**src/rtl/param_fifo_pkg.sv**
```systemverilog
// Shared constants and the pointer-width helper for the param_fifo block.
package param_fifo_pkg;

  localparam int DEF_DATA_WIDTH = 8;
  localparam int DEF_DEPTH      = 16;
  localparam int DEF_AEMPTY_TH  = 2;

  // Pointers carry one extra wrap bit above the address bits.
  function automatic int ptr_width(input int depth);
    return $clog2(depth) + 1;
  endfunction

endpackage

```
**src/rtl/fifo_mem.sv**
```systemverilog
// Simple dual-port storage for param_fifo: synchronous write, asynchronous read.
module fifo_mem
  import param_fifo_pkg::*;
#(
  parameter int DATA_WIDTH = DEF_DATA_WIDTH,
  parameter int DEPTH      = DEF_DEPTH
) (
  input  logic                     clk,
  input  logic                     wr_en,
  input  logic [$clog2(DEPTH)-1:0] wr_addr,
  input  logic [DATA_WIDTH-1:0]    wr_data,
  input  logic [$clog2(DEPTH)-1:0] rd_addr,
  output logic [DATA_WIDTH-1:0]    rd_data
);

  // Contents are intentionally never reset.
  logic [DATA_WIDTH-1:0] mem [DEPTH];

  always_ff @(posedge clk) begin
    if (wr_en) begin
      mem[wr_addr] <= wr_data;
    end
  end

  assign rd_data = mem[rd_addr];

endmodule

```
**src/rtl/param_fifo.sv**
```systemverilog
// Synchronous FIFO with registered occupancy/threshold flags and sticky overflow/underflow.
// Define PARAM_FIFO_FWFT_EN for first-word-fall-through output; otherwise data_out is a registered read.
module param_fifo
  import param_fifo_pkg::*;
#(
  parameter int DATA_WIDTH = DEF_DATA_WIDTH,
  parameter int DEPTH      = DEF_DEPTH,
  parameter int AFULL_TH   = DEPTH - 2,
  parameter int AEMPTY_TH  = DEF_AEMPTY_TH
) (
  input  logic                          clk,
  input  logic                          rst_n,
  input  logic                          write_en,
  input  logic                          read_en,
  input  logic [DATA_WIDTH-1:0]         data_in,
  output logic [DATA_WIDTH-1:0]         data_out,
  output logic                          full,
  output logic                          empty,
  output logic                          almost_full,
  output logic                          almost_empty,
  output logic [ptr_width(DEPTH)-1:0]   count,
  output logic                          overflow,
  output logic                          underflow,
  input  logic                          err_clr
);

  localparam int PW = ptr_width(DEPTH);
  localparam int AW = PW - 1;
  localparam logic [PW-1:0] AFULL_C  = PW'(AFULL_TH);
  localparam logic [PW-1:0] AEMPTY_C = PW'(AEMPTY_TH);

  logic [PW-1:0]         wr_ptr_reg, wr_ptr_next;
  logic [PW-1:0]         rd_ptr_reg, rd_ptr_next;
  logic [PW-1:0]         count_reg, count_next;
  logic                  full_reg, full_next;
  logic                  empty_reg, empty_next;
  logic                  afull_reg, afull_next;
  logic                  aempty_reg, aempty_next;
  logic                  ovf_reg, ovf_next;
  logic                  udf_reg, udf_next;
  logic                  wr_acc, rd_acc;
  logic [DATA_WIDTH-1:0] mem_rd_data;

  fifo_mem #(
    .DATA_WIDTH(DATA_WIDTH),
    .DEPTH     (DEPTH)
  ) u_mem (
    .clk    (clk),
    .wr_en  (wr_acc),
    .wr_addr(wr_ptr_reg[AW-1:0]),
    .wr_data(data_in),
    .rd_addr(rd_ptr_reg[AW-1:0]),
    .rd_data(mem_rd_data)
  );

  // Acceptance uses the registered flags, so at full a simultaneous read wins and at empty the write wins.
  always_comb begin
    wr_acc      = write_en & ~full_reg;
    rd_acc      = read_en & ~empty_reg;
    wr_ptr_next = wr_ptr_reg + PW'(wr_acc);
    rd_ptr_next = rd_ptr_reg + PW'(rd_acc);
    count_next  = wr_ptr_next - rd_ptr_next;
    full_next   = (wr_ptr_next[AW-1:0] == rd_ptr_next[AW-1:0]) &&
                  (wr_ptr_next[AW] != rd_ptr_next[AW]);
    empty_next  = (wr_ptr_next == rd_ptr_next);
    afull_next  = (count_next >= AFULL_C);
    aempty_next = (count_next <= AEMPTY_C);
    // A fresh error outranks a same-cycle clear.
    ovf_next    = (write_en & full_reg) | (ovf_reg & ~err_clr);
    udf_next    = (read_en & empty_reg) | (udf_reg & ~err_clr);
  end

  always_ff @(posedge clk or negedge rst_n) begin
    if (!rst_n) begin
      wr_ptr_reg <= '0;
      rd_ptr_reg <= '0;
      count_reg  <= '0;
      full_reg   <= 1'b0;
      empty_reg  <= 1'b1;
      afull_reg  <= 1'b0;
      aempty_reg <= 1'b1;
      ovf_reg    <= 1'b0;
      udf_reg    <= 1'b0;
    end else begin
      wr_ptr_reg <= wr_ptr_next;
      rd_ptr_reg <= rd_ptr_next;
      count_reg  <= count_next;
      full_reg   <= full_next;
      empty_reg  <= empty_next;
      afull_reg  <= afull_next;
      aempty_reg <= aempty_next;
      ovf_reg    <= ovf_next;
      udf_reg    <= udf_next;
    end
  end

`ifdef PARAM_FIFO_FWFT_EN
  assign data_out = empty_reg ? '0 : mem_rd_data;
`else
  logic [DATA_WIDTH-1:0] data_reg;

  always_ff @(posedge clk or negedge rst_n) begin
    if (!rst_n) begin
      data_reg <= '0;
    end else if (rd_acc) begin
      data_reg <= mem_rd_data;
    end
  end

  assign data_out = data_reg;
`endif

  assign full         = full_reg;
  assign empty        = empty_reg;
  assign almost_full  = afull_reg;
  assign almost_empty = aempty_reg;
  assign count        = count_reg;
  assign overflow     = ovf_reg;
  assign underflow    = udf_reg;

endmodule

```
**config.mk**
```make
export PLATFORM = sky130hd
export DESIGN_NAME = param_fifo
export DESIGN_NICKNAME = d
export VERILOG_FILES = /design/src/rtl/param_fifo_pkg.sv /design/src/rtl/fifo_mem.sv /design/src/rtl/param_fifo.sv
export SDC_FILE = /design/constraint.sdc
export NUM_CORES = 1
export LEC_CHECK = 0
export CORE_UTILIZATION = 61
export CTS_CLUSTER_SIZE = 25
export DETAILED_ROUTE_END_ITERATION = 8
export DONT_BUFFER_PORTS = 1
export PLACE_DENSITY = 0.86
export SLEW_MARGIN = 15
export SYNTH_ARGS = -nofsm -noshare
export SYNTH_HDL_FRONTEND = slang
export SYNTH_HIERARCHICAL = 1
export SYNTH_SLANG_ARGS = --single-unit
```
**constraint.sdc**
```tcl
create_clock -name clk -period 3.91 [get_ports clk]
set_input_delay 0.782 -clock clk [delete_from_list [all_inputs] [get_ports clk]]
set_output_delay 0.782 -clock clk [all_outputs]
set_load 0.03 [all_outputs]
```
==> out/results.ini <==
[cts]
clk_pin_slew_ps=70
cts.path.max_buffers=2
clock_sinks=157
cts.root.buffer_cell=sky130_fd_sc_hd__clkbuf_8
tritoncts=yes
cts_inserted_buffers=17
postCtsSetupBuffers=0
cts_htree_levels=4
clock_latency_ps=520

[cells_and_area]
stdcell_area_um2=6990
regMostFlops=u_mem/mem
finish.utilization_pct=70.6
post_route_cells_drive_above_1_share_pct=23.3
number_of_inserted_diodes=0
area_growth_syn_to_layout_pct=11.0
largest_register_ff_count=128
final_net_count=355
layout.cells.most_common=sky130_fd_sc_hd__edfxtp_1
layout_common_cells=sky130_fd_sc_hd__edfxtp_1 (128), sky130_fd_sc_hd__dfrtp_1 (26), sky130_fd_sc_hd__nor2_1 (18), sky130_fd_sc_hd__mux4_2 (18)

[setup_path]
critical_path.startpoint=empty
timing.critical_path.required_ps=4370
r2r_start=empty
r2r_slack_ps=970
cp-start-kind=flop
maximum_fanout_encountered_on_the_critical_timing_path=9
worst_r2r_endpoint=almost_empty
cp-end-kind=flop
worstPathArrival_ps=3390
critPathCapture=almost_empty
worst_r2r_path_depth=10
critPathKind=flop to flop

[synth]
yosys-top-cells-area=sky130_fd_sc_hd__edfxtp_1 (61%), sky130_fd_sc_hd__dfrtp_1 (11%), sky130_fd_sc_hd__mux4_2 (6.4%)
synth_compound_area_share_pct=2.68
postSynthCellCount=320
synth_fa_ha_area_share_pct=1.73
post_synth_instance_area_um2=6300
synthDominantAreaCellType=sky130_fd_sc_hd__edfxtp_1
synthDistinctLibCells=40
postSynth.asyncResetShare_pct=18.5
syn_avg_cell_area_um2=19.7
synthFlopType=sky130_fd_sc_hd__edfxtp_1
dominant_combinational_cell_family_by_area_after_synthesis=multiplexers
synthXorXnorAreaFrac_pct=2.90
synth_warnings=6
synth_fp_nets=340
muxShareOfSynthArea_pct=13.7
post_synth_and_or_nand_nor_area_fraction_pct=4.25
synth_edf_count=128
seq_area_frac_synth_pct=72.6
synth.top_cell.area_share_pct=61.0
synth.ff_latch_count=157

[pwr]
cellPowerDensity_nw_per_um2=853
power.total_mw=5.96
vdd_ir_drop_max_uv=468
power.static_leakage_nw=2.43

[detailed_routing]
detailed_route_wirelength_on_metal2_mm=6.15
ant_nets=0
avgRoutedWirePerCell_um=25.3
finalWirelength_mm=12.2
topRoutingLayerUsed=met4
route.met3.wl_mm=1.01
via_count=3077
wl_met1_mm=4.84
drtPass1Iterations=5
drc=0
drt_iter0_markers=343
detail_route.vias_per_cell=6.40

[sta]
clock-skew-final_ps=6.35
final-setup-viol-count=0
fin_ws_ps=974
final_min_period_over_clock_period_pct=75.1
pins_over_slew_limit=0
worst_pin_slew_ps=809
final.setup.tns_ps=0
rsz0062_at_grt=false
finalWorstPathRequiredPeriod_ps=2940
max_freq_mhz=341
hold_viol_final=0
maxSlewHeadroom_pct=45.8

[place]
place.gp.congestion=0.773
placement.io_buffers=0
dpl_worst_slack_ps=879
dp_wirelength_mm=7.35
postPlaceCellArea_um2=6420

[floorplanning]
start_util_pct=63.6
die_y_um=104
num_rows=36
io_pins=32
die_w_um=104
core_area_um2=9910
die_area_um2=10700

[run]
max_cap_viol_count=0

[run_status]
run_status=finished clean

[global_routing]
vias_in_the_first_global_route=3148
grt_max_degree=35
grt_antenna_before_repair=0
grt_use_total_pct=24.5
overflow=0
grt_first_pass_wirelength_mm=18.6

[hold_path]
hold_class=primary input to async pin

==> metal layers <==
layer  vias up  track usage, %
met4         0            6.42
met3        17            6.92
met5         -               0
met1      1575            33.5
li1       1300               -
met2       185            39.2
==> through the flow <==
step / std cells / hold WS [ps]
finish: 481 / 69.8
global placement: 448 / 487
floorplan: 320 / 486
CTS: 481 / 55.7
global route: 481 / 58.0
detailed placement: 448 / 487
==> worst min-delay path by stage <==
stage,endpoint,cells after the start,slack (ps),start
after CTS,data_out[3],1,60,rst_n
final,data_out[3],1,70,rst_n
after global routing,data_out[3],1,60,rst_n
after floorplan,almost_full,0,490,rst_n
after global placement,count[3],0,490,rst_n
after detailed placement,count[3],0,490,rst_n
==> area by class of cell <==
type	count	area, um^2
multi-input cells	140	1590
clock inverters	14	134
flip-flops and latches	157	4570
repair buffers	7	65.1
clock buffers	18	418
well taps	133	166
inverters	12	45.0
fillers	563	2920
==> power by group <==
part	switching [mW]	internal (mW)
Combinational	1.02	0.869
Sequential	0.421	2.13
Clock	0.665	0.854
Total	2.10	3.86
==> cells by family after synthesis <==
logic type,Yosys count
fa+ha+maj,9
buf+inv,23
xor+xnor,14
compound gates,23
simple gates,54
flops,157
mux,40
==> synth_stat cells, types with 2 or more instances <==
master and number:
sky130_fd_sc_hd__a22oi_1 16, sky130_fd_sc_hd__nor3_1 4, sky130_fd_sc_hd__nand2b_1 3, sky130_fd_sc_hd__nor2b_1 3, sky130_fd_sc_hd__nand2_1 13, sky130_fd_sc_hd__mux4_2 18, sky130_fd_sc_hd__mux2_2 8, sky130_fd_sc_hd__edfxtp_1 128
sky130_fd_sc_hd__ha_1 7, sky130_fd_sc_hd__dfrtp_1 27, sky130_fd_sc_hd__xnor2_2 4, sky130_fd_sc_hd__nand3_1 4, sky130_fd_sc_hd__inv_1 11, sky130_fd_sc_hd__xnor2_1 4, sky130_fd_sc_hd__nand3b_1 2, sky130_fd_sc_hd__buf_6 3
sky130_fd_sc_hd__dfstp_2 2, sky130_fd_sc_hd__xor2_2 4, sky130_fd_sc_hd__xor2_1 2, sky130_fd_sc_hd__clkdlybuf4s25_2 3, sky130_fd_sc_hd__o21ai_0 3, sky130_fd_sc_hd__mux4_1 14, sky130_fd_sc_hd__nor2_1 18, sky130_fd_sc_hd__buf_2 3
==> critical path: stages, from the launching register on <==
cell                        delay, ps
sky130_fd_sc_hd__dfstp_2          630
sky130_fd_sc_hd__nand2b_1         370
sky130_fd_sc_hd__inv_1            100
sky130_fd_sc_hd__ha_1             220
sky130_fd_sc_hd__ha_1             360
sky130_fd_sc_hd__xnor2_1          180
sky130_fd_sc_hd__ha_1             180
sky130_fd_sc_hd__a2bb2oi_1        200
sky130_fd_sc_hd__a211oi_2          80
sky130_fd_sc_hd__or3_4            350
sky130_fd_sc_hd__and4_1           200
==> what timing repair did <==
action                    in CTS  in global routing
gates resized for setup        0                  0
hold buffers                   1                  0
hold endpoints to repair      27                  0
Note: power is estimated with default switching activity, not from simulation.
